`config.mk`:
```
export PLATFORM = sky130hd
export DESIGN_NAME = if_stage_flat
export DESIGN_NICKNAME = d
export VERILOG_FILES = /design/src/rtl/if_pkg.sv /design/src/rtl/if_stage_if.sv /design/src/rtl/if_id_reg.sv /design/src/rtl/if_stage.sv /design/src/flat_wrapper.sv
export SDC_FILE = /design/constraint.sdc
export NUM_CORES = 1
export LEC_CHECK = 0
export ABC_AREA = 1
export ABC_CLOCK_PERIOD_IN_PS = 2170
export CORE_MARGIN = 2
export CORE_UTILIZATION = 40
export DETAILED_ROUTE_END_ITERATION = 8
export MAX_ROUTING_LAYER = met4
export PLACE_DENSITY = 0.74
export SETUP_SLACK_MARGIN = 0.15
export SLEW_MARGIN = 20
export SYNTH_ARGS = -nofsm -noshare
export SYNTH_HDL_FRONTEND = slang
export SYNTH_HIERARCHICAL = 1
export SYNTH_SLANG_ARGS = --single-unit
```
`constraint.sdc`:
```
create_clock -name clk -period 2.17 [get_ports clk]
set_clock_uncertainty 0.05 [all_clocks]
set_input_delay 0.217 -clock clk [delete_from_list [all_inputs] [get_ports clk]]
set_output_delay 0.217 -clock clk [all_outputs]
set_load 0.05 [all_outputs]
```
`src/rtl/if_pkg.sv`:
```
// Shared definitions for the instruction-fetch stage: pcsrc encodings,
// FSM state type and the NOP word used for bubbles.
package if_pkg;

  localparam logic [1:0] PCSRC_SEQ = 2'b00;
  localparam logic [1:0] PCSRC_BR  = 2'b01;
  localparam logic [1:0] PCSRC_J   = 2'b10;
  localparam logic [1:0] PCSRC_JR  = 2'b11;

  localparam logic [31:0] NOP_INST = 32'h0000_0000;

  // FETCH: request outstanding; HOLD: word parked, no request;
  // DROP: request outstanding but its data belongs to a squashed path.
  typedef enum logic [1:0] {
    ST_FETCH = 2'b00,
    ST_HOLD  = 2'b01,
    ST_DROP  = 2'b10
  } if_state_e;

  // Force a redirect target onto a word boundary.
  function automatic logic [31:0] word_align(input logic [31:0] a);
    return {a[31:2], 2'b00};
  endfunction

endpackage

```
`src/rtl/if_stage_if.sv`:
```
// Instruction-memory read bus between the fetch stage (master) and memory
// (slave). One request outstanding; ack completes it with rdata valid.
interface if_stage_if;
  logic        imem_req;
  logic [31:0] imem_addr;
  logic        imem_ack;
  logic [31:0] imem_rdata;

  modport master (output imem_req, output imem_addr,
                  input  imem_ack, input  imem_rdata);
  modport slave  (input  imem_req, input  imem_addr,
                  output imem_ack, output imem_rdata);
endinterface

```
`src/rtl/if_id_reg.sv`:
```
// IF/ID pipeline register. A decode stall freezes every field; otherwise it
// either captures a fetched word or collapses to a bubble (NOP, valid=0).
// On a bubble the pc4 field keeps its old value.
module if_id_reg
  import if_pkg::*;
(
  input  logic        clk,
  input  logic        rst_n,
  input  logic        stall,
  input  logic        flush,
  input  logic        load,
  input  logic [31:0] inst_in,
  input  logic [31:0] pc4_in,
  output logic [31:0] inst,
  output logic [31:0] pc4,
  output logic        valid
);

  // Hold on stall, else load a live word or insert a bubble.
  always_ff @(posedge clk or negedge rst_n) begin
    if (!rst_n) begin
      inst  <= NOP_INST;
      pc4   <= 32'h0;
      valid <= 1'b0;
    end else if (!stall) begin
      if (load && !flush) begin
        inst  <= inst_in;
        pc4   <= pc4_in;
        valid <= 1'b1;
      end else begin
        inst  <= NOP_INST;
        valid <= 1'b0;
      end
    end
  end

endmodule

```
`src/rtl/if_stage.sv`:
```
// Instruction fetch stage: PC, fetch FSM (FETCH/HOLD/DROP) and the IF/ID
// register. Optional macro IF_STALL_CNT_EN adds a stall_cnt output counting
// cycles spent stalled by decode or draining a squashed request.
module if_stage
  import if_pkg::*;
#(
  parameter logic [31:0] RESET_PC = 32'h0000_0000
) (
  input  logic              clk,
  input  logic              rst_n,
  if_stage_if.master        imem,
  input  logic [1:0]        pcsrc,
  input  logic [31:0]       redirect_pc,
  input  logic              id_stall,
  output logic [31:0]       if_inst,
  output logic [31:0]       if_pc4,
  output logic              if_valid
`ifdef IF_STALL_CNT_EN
  ,
  output logic [31:0]       stall_cnt
`endif
);

  if_state_e   state_q;
  logic [31:0] pc_q;
  logic [31:0] pend_pc_q;
  logic [31:0] hold_buf_q;
  logic        req_q;

  logic        ack;
  logic        redir;
  logic [31:0] target;
  logic [31:0] pc_plus4;

  logic        idr_load;
  logic [31:0] idr_inst;
  logic [31:0] idr_pc4;

  // Low address bits of the target are dropped by word alignment.
  logic        unused_lsbs;
  assign unused_lsbs = ^redirect_pc[1:0];

  // An ack only counts while we are actually requesting; this also keeps a
  // stale ack from a pre-reset request from being consumed after release.
  assign ack      = imem.imem_ack & req_q;
  assign redir    = (pcsrc != PCSRC_SEQ) & ~id_stall;
  assign target   = word_align(redirect_pc);
  assign pc_plus4 = pc_q + 32'd4;

  assign imem.imem_req  = req_q;
  assign imem.imem_addr = pc_q;

  // Pick what the IF/ID register would capture this cycle if not stalled.
  always_comb begin
    idr_load = 1'b0;
    idr_inst = imem.imem_rdata;
    idr_pc4  = pc_plus4;
    case (state_q)
      ST_FETCH: idr_load = ack;
      ST_HOLD: begin
        // PC already advanced past the parked word, so pc is its pc+4.
        idr_load = 1'b1;
        idr_inst = hold_buf_q;
        idr_pc4  = pc_q;
      end
      default: idr_load = 1'b0;
    endcase
  end

  if_id_reg u_if_id (
    .clk     (clk),
    .rst_n   (rst_n),
    .stall   (id_stall),
    .flush   (redir),
    .load    (idr_load),
    .inst_in (idr_inst),
    .pc4_in  (idr_pc4),
    .inst    (if_inst),
    .pc4     (if_pc4),
    .valid   (if_valid)
  );

  // Fetch FSM with PC, pending-redirect and hold-buffer registers; imem_req
  // is registered and low only while a word is parked in HOLD.
  always_ff @(posedge clk or negedge rst_n) begin
    if (!rst_n) begin
      state_q    <= ST_FETCH;
      pc_q       <= RESET_PC;
      pend_pc_q  <= 32'h0;
      hold_buf_q <= NOP_INST;
      req_q      <= 1'b0;
    end else begin
      req_q <= 1'b1;
      case (state_q)
        ST_FETCH: begin
          if (redir) begin
            if (ack) begin
              pc_q <= target;
            end else begin
              // Request already issued at the old pc: let it drain.
              pend_pc_q <= target;
              state_q   <= ST_DROP;
            end
          end else if (ack) begin
            pc_q <= pc_plus4;
            if (id_stall) begin
              hold_buf_q <= imem.imem_rdata;
              state_q    <= ST_HOLD;
              req_q      <= 1'b0;
            end
          end
        end
        ST_HOLD: begin
          if (redir) begin
            pc_q       <= target;
            hold_buf_q <= NOP_INST;
            state_q    <= ST_FETCH;
          end else if (!id_stall) begin
            state_q <= ST_FETCH;
          end else begin
            req_q <= 1'b0;
          end
        end
        ST_DROP: begin
          // A newer redirect replaces the pending one; last target wins.
          if (redir) pend_pc_q <= target;
          if (ack) begin
            pc_q    <= redir ? target : pend_pc_q;
            state_q <= ST_FETCH;
          end
        end
        default: state_q <= ST_FETCH;
      endcase
    end
  end

`ifdef IF_STALL_CNT_EN
  // Count cycles lost to decode stalls or draining a squashed request.
  always_ff @(posedge clk or negedge rst_n) begin
    if (!rst_n)                              stall_cnt <= 32'h0;
    else if (id_stall || state_q == ST_DROP) stall_cnt <= stall_cnt + 32'd1;
  end
`endif

endmodule

```
`src/flat_wrapper.sv`:
```
// flat-port wrapper written by rule: the top's interface ports become plain ports
module if_stage_flat import if_pkg::*;
#(
  parameter logic [31:0] RESET_PC = 32'h0000_0000
)
  (clk, rst_n, pcsrc, redirect_pc, id_stall, if_inst, if_pc4, if_valid, imem_imem_req, imem_imem_addr, imem_imem_ack, imem_imem_rdata);
  if_stage_if imem_i ();
  input  logic clk;
  input  logic rst_n;
  input  logic [1:0] pcsrc;
  input  logic [31:0] redirect_pc;
  input  logic id_stall;
  output logic [31:0] if_inst;
  output logic [31:0] if_pc4;
  output logic if_valid;
  output wire logic [$bits(imem_i.imem_req)-1:0] imem_imem_req;
  output wire logic [$bits(imem_i.imem_addr)-1:0] imem_imem_addr;
  input wire logic [$bits(imem_i.imem_ack)-1:0] imem_imem_ack;
  input wire logic [$bits(imem_i.imem_rdata)-1:0] imem_imem_rdata;
  assign imem_imem_req = imem_i.imem_req;
  assign imem_imem_addr = imem_i.imem_addr;
  assign imem_i.imem_ack = imem_imem_ack;
  assign imem_i.imem_rdata = imem_imem_rdata;
  if_stage #(.RESET_PC(RESET_PC)) u_core (.clk(clk), .rst_n(rst_n), .imem(imem_i), .pcsrc(pcsrc), .redirect_pc(redirect_pc), .id_stall(id_stall), .if_inst(if_inst), .if_pc4(if_pc4), .if_valid(if_valid));
endmodule
```
; Word level (Yosys, flattened, before mapping)
; Index checks and enable logic that the tools add are counted.
[totals]
out_inout_bits = 98
ff_bits = 164
input_bits = 70
[op_classes]
n_eq_ne = 13
n_addsub = 1
mux = 33
reduce_logical = 12
bitwise = 3
[ops]
columns = operator, count
row1 = two-way mux 32 bit, 15
row2 = one-hot mux 32 bit (2 select lines), 2
row3 = one-hot mux 32 bit (3 select lines), 1
row4 = adder 32 x 3 -> 32 bit (second input constant), 1
row5 = two-way mux 2 bit, 7
row6 = AND reduction 5 bit, 2
row7 = != test 2 x 1 -> 1 bit (second input constant), 4
row8 = != test 2 bit (second input constant), 3
row9 = != test 3 x 2 -> 1 bit (second input constant), 2
row10 = one-hot mux 2 bit (3 select lines), 1
row11 = nonzero test 2 bit, 3
row12 = two-way mux 1 bit, 5
row13 = one-hot mux 1 bit (2 select lines), 2
row14 = AND reduction 4 bit, 1
row15 = != test 3 x 1 -> 1 bit (second input constant), 1
row16 = != test 3 bit (second input constant), 1
row17 = AND reduction 3 bit, 1
row18 = nonzero test 3 bit, 1
row19 = bitwise AND 1 bit, 2
row20 = == test 2 x 1 -> 1 bit (second input constant), 1
row21 = == test 2 bit (second input constant), 1
row22 = logical NOT 2 bit, 1
row23 = AND reduction 2 bit, 1
row24 = logical AND 1 bit, 1
row25 = 2 further kinds, 2

; Logic depth before layout (Yosys ltp)
[logic_depth]
word_depth = 5
depth_mapped = 12

; By module
; The synthesis kept the hierarchy.
[modules_own_cells]
columns = module, cells_each, n_inst, area_per_inst_um2
row1 = if_stage, 1034, 1, 6715.2
row2 = if_id_reg, 288, 1, 2661.3

; Worst setup path before layout
; Ideal clock, no wire load.
[synth_timing]
path_kind = register to register
startpoint = register u_core.pc_q[3], in the netlist u_core/imem.imem_addr[3]
endpoint = register u_core.u_if_id.pc4[20]
stages_incl_launch_ff = 13
setup_slack_ps = 119
required_ps = 2001
period_less_slack_ps = 2051
arrival_time_ps = 1882
setup_ps = 119
path_cell_list = dfrtp_1 ha_1 nand2_1 nor2_2 nand2_1 nor2_4 nand2_1 nand2_1 nand2_1 nand2_1 o21ai_0 nand4_1 nand2_1
[synth_between]
elab_chain_cells = 2
[synth_lines]
columns = element, line
row1 = "start, declared", if_stage.sv:25  ; logic [31:0] pc_q;
row2 = "start signal, assigned", if_stage.sv:98  ; pc_q <= target;
row3 = "start signal, assigned", if_stage.sv:105  ; pc_q <= pc_plus4;
row4 = "start signal, assigned", if_stage.sv:115  ; pc_q <= target;
row5 = adder 32 x 3 -> 32 bit, if_stage.sv:48  ; assign pc_plus4 = pc_q + 32'd4;
row6 = two-way mux 32 bit, if_stage.sv:58  ; case (state_q)
row7 = net u_core.idr_pc4[20], if_stage.sv:37  ; logic [31:0] idr_pc4;
row8 = "end signal, assigned", if_id_reg.sv:28  ; pc4 <= pc4_in;
row9 = "end, declared", if_id_reg.sv:15  ; output logic [31:0] pc4,
; The timed path passes the listed nets, and every way through them passes these cells.
; A chain may end at the register's enable or synchronous reset.

; Final worst setup path
[layout_timing]
startpoint = register u_core.pc_q[5], in the netlist u_core/imem.imem_addr[5]
endpoint = output port imem_imem_addr[5]
[layout_rtl]
columns = element, line
row1 = "end, declared", flat_wrapper.sv:17  ; output wire logic [$bits(imem_i.imem_addr)-1:0] imem_imem_addr;
; No word-level cell between the ends.

==> results.txt <==
category of the most critical setup path -> reg2out
number of stages on the worst setup path -> 1
setup repair after global routing missed its margin -> true
Hold Violations, Final -> 0
met2 Use GR -> 0.3563
TritonCTS clock tree -> done
CTS clock-pin slew for the worst setup and hold paths -> 0.08 ns
Max transition margin -> 0.6023
GR peak layer -> met2
area enclosed by the die boundary -> 0.02468 sq mm
setup slack after layout -> 0.1964 ns
Power Dens Cells -> 1614 mW/mm^2
total of warnings raised by yosys -> 6
DRC violations left -> 0
number of unique standard cell types used by synthesis -> 31
synthesized-area fraction occupied by and/or/nand/nor cells -> 0.3349
most frequent cell after synthesis -> nand2_1
Most used DFF post-synth -> dfrtp_1
number of buffer and inverter stages on the critical path -> 1
clock insertion delay at the later pin of the skew report -> 0.43 ns
proportion of layout cells with a drive suffix above 1 -> 0.08016
DP Area -> 0.01135 sq mm
cells along the critical path -> clkdlybuf4s50_1
Synth top area share -> 0.4377
Worst IR Drop VDD -> 0.6092 mV
filler cell count in the final layout -> 2243
Final Instance Area -> 0.01203 sq mm
remaining antenna violation count -> 0
top fanout value on the critical path -> 4
post-synthesis register bit count -> 164
Synth Area in Compound Gates -> 0.09861
type of the worst min-delay path -> in2async
maximum root-to-sink buffer count -> 2
number of antenna violations at the first check in global routing -> 0
Slowest Stage Delay on Critical Path -> 0.84 ns
count of antenna diodes in the layout -> 0
Syn-to-layout area delta -> 28.29%
dominant cells by area after synthesis -> dfrtp_1, nand2_1, nand3_1, o21ai_0, inv_1
required time reported for the critical path endpoint -> 1.90 ns
total clock sinks -> 164
leakage power of the design -> 6.048 nW
maximum number of pins on one net before global-route repair -> 97
vertical extent of the die -> 157.1 um
first-pass GRT wire length -> 43530 um
routability cong. -> 0.9094
initial standard-cell utilization of the core -> 0.4031
maximum level of the CTS H-tree -> 4
transition time of the tightest slew-check pin -> 0.5947 ns
run status -> finished clean
total of buffers placed on input and output ports -> 165
grt met3 use -> 0.04157
final count of pins violating max slew -> 0
Vias -> 9040
netlist area before placement -> 0.009376 sq mm
worst slack at placement -> 0.06733 ns
Synth async-reset ratio -> 1.000
aggregate negative setup slack -> 0 ns
initial drt markers -> 886
EDFF count, synth -> 0
core footprint -> 0.02326 sq mm
final critical-path required period -> 1.974 ns
period utilization -> 0.9095
average size of a mapped cell -> 7.093 sq um
cells after synthesis -> 1322
synthesized netlist net count -> 1397
library cell contributing the largest single delay on the critical path -> clkdlybuf4s50_1
via density per instance -> 5.047
post-layout total power -> 19.41 mW
total grt overflow -> 0
I/O Pins -> 168
sort of element at the end of the critical path -> output port
critical path data arrival time -> 1.71 ns
family of cells with the greatest summed delay on the critical path -> buffers and inverters
number of cells on the worst reg-to-reg path -> 11
final net count -> 1534
overall track demand over capacity in global routing -> 0.2288
Setup crit start kind -> register
max cap viols -> 0
vias in the first global route -> 8350
total length of routed wires -> 27100 um
cell accounting for the most synthesized area -> dfrtp_1
share of synthesized area occupied by flip-flops and latches -> 0.4377
wire length per cell -> 15.13 um
highest clock rate -> 0.5067 GHz
met1 track demand over resource in global routing -> 0.3082
Root Buffer -> clkbuf_16
hpwl dp -> 18830 um
detailed-router iteration count before antenna repair -> 6
mux share of post-synthesis cell area -> 0
adder and majority gate portion of the synthesized area -> 0.006672
number of rows created at floorplan -> 56
count of endpoints failing setup in the final report -> 0
cts bufs inserted -> 17
dominant combinational cell family by area after synthesis -> simple AND/OR/NAND/NOR gates
core utilization of the finished layout -> 0.5171
post-synthesis xor/xnor area fraction -> 0.01815
top cell types by occurrence after synthesis -> nand2_1, dfrtp_1, nand3_1
die boundary width -> 157.1 um
per-stage QoR:
step,std cells,hold slack (ns)
after detailed placement,1757,0.1142
after global placement,1757,0.1105
after CTS,1790,0.2070
after floorplan,1322,-0.1286
after global routing,1791,0.2436
final,1791,0.2200
cell usage in the layout (no fill, tap or decap), types with 2 or more instances in the layout:
| cell | netlist | routed |
|---|---|---|
| nand2_1 | 493 | 492 |
| clkbuf_16 | 0 | 17 |
| buf_6 | 7 | 3 |
| o21ai_1 | 3 | 3 |
| inv_1 | 133 | 131 |
| dfrtp_2 | 0 | 11 |
| o211ai_1 | 5 | 5 |
| nor2_2 | 6 | 3 |
| dlygate4sd2_1 | 0 | 23 |
| clkinv_4 | 0 | 4 |
| nand3_1 | 148 | 148 |
| buf_4 | 11 | 24 |
| clkdlybuf4s50_1 | 0 | 137 |
| a21oi_1 | 26 | 26 |
| o21ai_2 | 1 | 2 |
| nor2_1 | 42 | 41 |
| buf_12 | 0 | 9 |
| dfrtp_1 | 164 | 153 |
| nand2_2 | 4 | 4 |
| inv_8 | 0 | 5 |
| dlymetal6s2s_1 | 0 | 4 |
| clkinv_8 | 0 | 5 |
| inv_2 | 5 | 5 |
| nand4_1 | 34 | 34 |
| ha_1 | 5 | 3 |
| nand2_4 | 1 | 2 |
| o21ai_0 | 139 | 138 |
| xor2_1 | 10 | 10 |
| inv_6 | 0 | 2 |
| nand3_2 | 2 | 2 |
| xnor2_1 | 2 | 2 |
| xor2_2 | 4 | 4 |
| nor2_4 | 7 | 11 |
worst register-to-register path: cells and delay by family (launching register included):
family | cells | cell delay, ns
and+or+nand+nor | 8 | 0.92
DFF | 1 | 0.41
adders and majority gates | 1 | 0.20
buffers and inverters | 1 | 0.15
xor gates and xnor gates | 1 | 0.15
path summary, 6_finish.rpt:
check                                             to                      from  slack, ns
setup / recovery                   imem_imem_addr[5]  u_core/imem.imem_addr[5]       0.20
hold / removal                u_core/u_if_id/inst[8]                     rst_n       0.22
setup reg to reg              u_core/u_if_id/pc4[16]  u_core/imem.imem_addr[2]       0.22
hold reg to reg               u_core/u_if_id/pc4[28]    u_core/u_if_id/pc4[28]       0.42
max in group asynchronous  u_core/imem.imem_addr[14]                     rst_n       1.17
min in group clk                u_core/hold_buf_q[5]        imem_imem_rdata[5]       0.34
layer usage:
metal | part of all wire | vias to the layer above
li1 | - | 4471
met1 | 0.45 | 4189
met2 | 0.46 | 344
met3 | 0.073 | 36
met4 | 0.017 | 0
met5 | 0 | -
cell type report:
class / instances / area, sq um / share of cell area
Inverter: 139 / 531.8 / 0.04421
Sequential cell: 164 / 4118 / 0.3423
Timing Repair Buffer: 201 / 2027 / 0.1685
Clock inverter: 15 / 180.2 / 0.01498
Clock buffer: 17 / 425.4 / 0.03537
Tap cell: 319 / 399.1 / 0.03318
Multi-Input combinational cell: 936 / 4348 / 0.3615
state kept, by name (all words and copies together), names as in the netlist:
signal / count
u_core/u_if_id/valid: 1
u_core/hold_buf_q: 32
u_core/imem.imem_req: 1
u_core/state_q: 2
u_core/u_if_id/pc4: 32
u_core/u_if_id/inst: 32
u_core/imem.imem_addr: 32
u_core/pend_pc_q: 32
what timing repair did:
item	in CTS	in global routing
gates resized for setup	25	27
pin swaps	0	3
hold endpoints to repair	38	0
buffers inserted	0	1
endpoints found under the setup margin	79	92
hold buffers	1	0
power by group:
| group | leakage (nW) | switching [mW] | internal, mW |
|---|---|---|---|
| Sequential | 2.09 | 1.01 | 4.38 |
| Combinational | 3.67 | 7.45 | 3.53 |
| Clock | 0.291 | 1.49 | 1.56 |
| Total | 6.05 | 9.94 | 9.47 |
kinds of logic after synthesis:
| family | Yosys count |
|---|---|
| buf+inv | 222 |
| flops | 164 |
| xor+xnor | 16 |
| compound gates | 177 |
| simple gates | 738 |
| fa+ha+maj | 5 |
No activity file was read; power rests on OpenSTA's default activity.
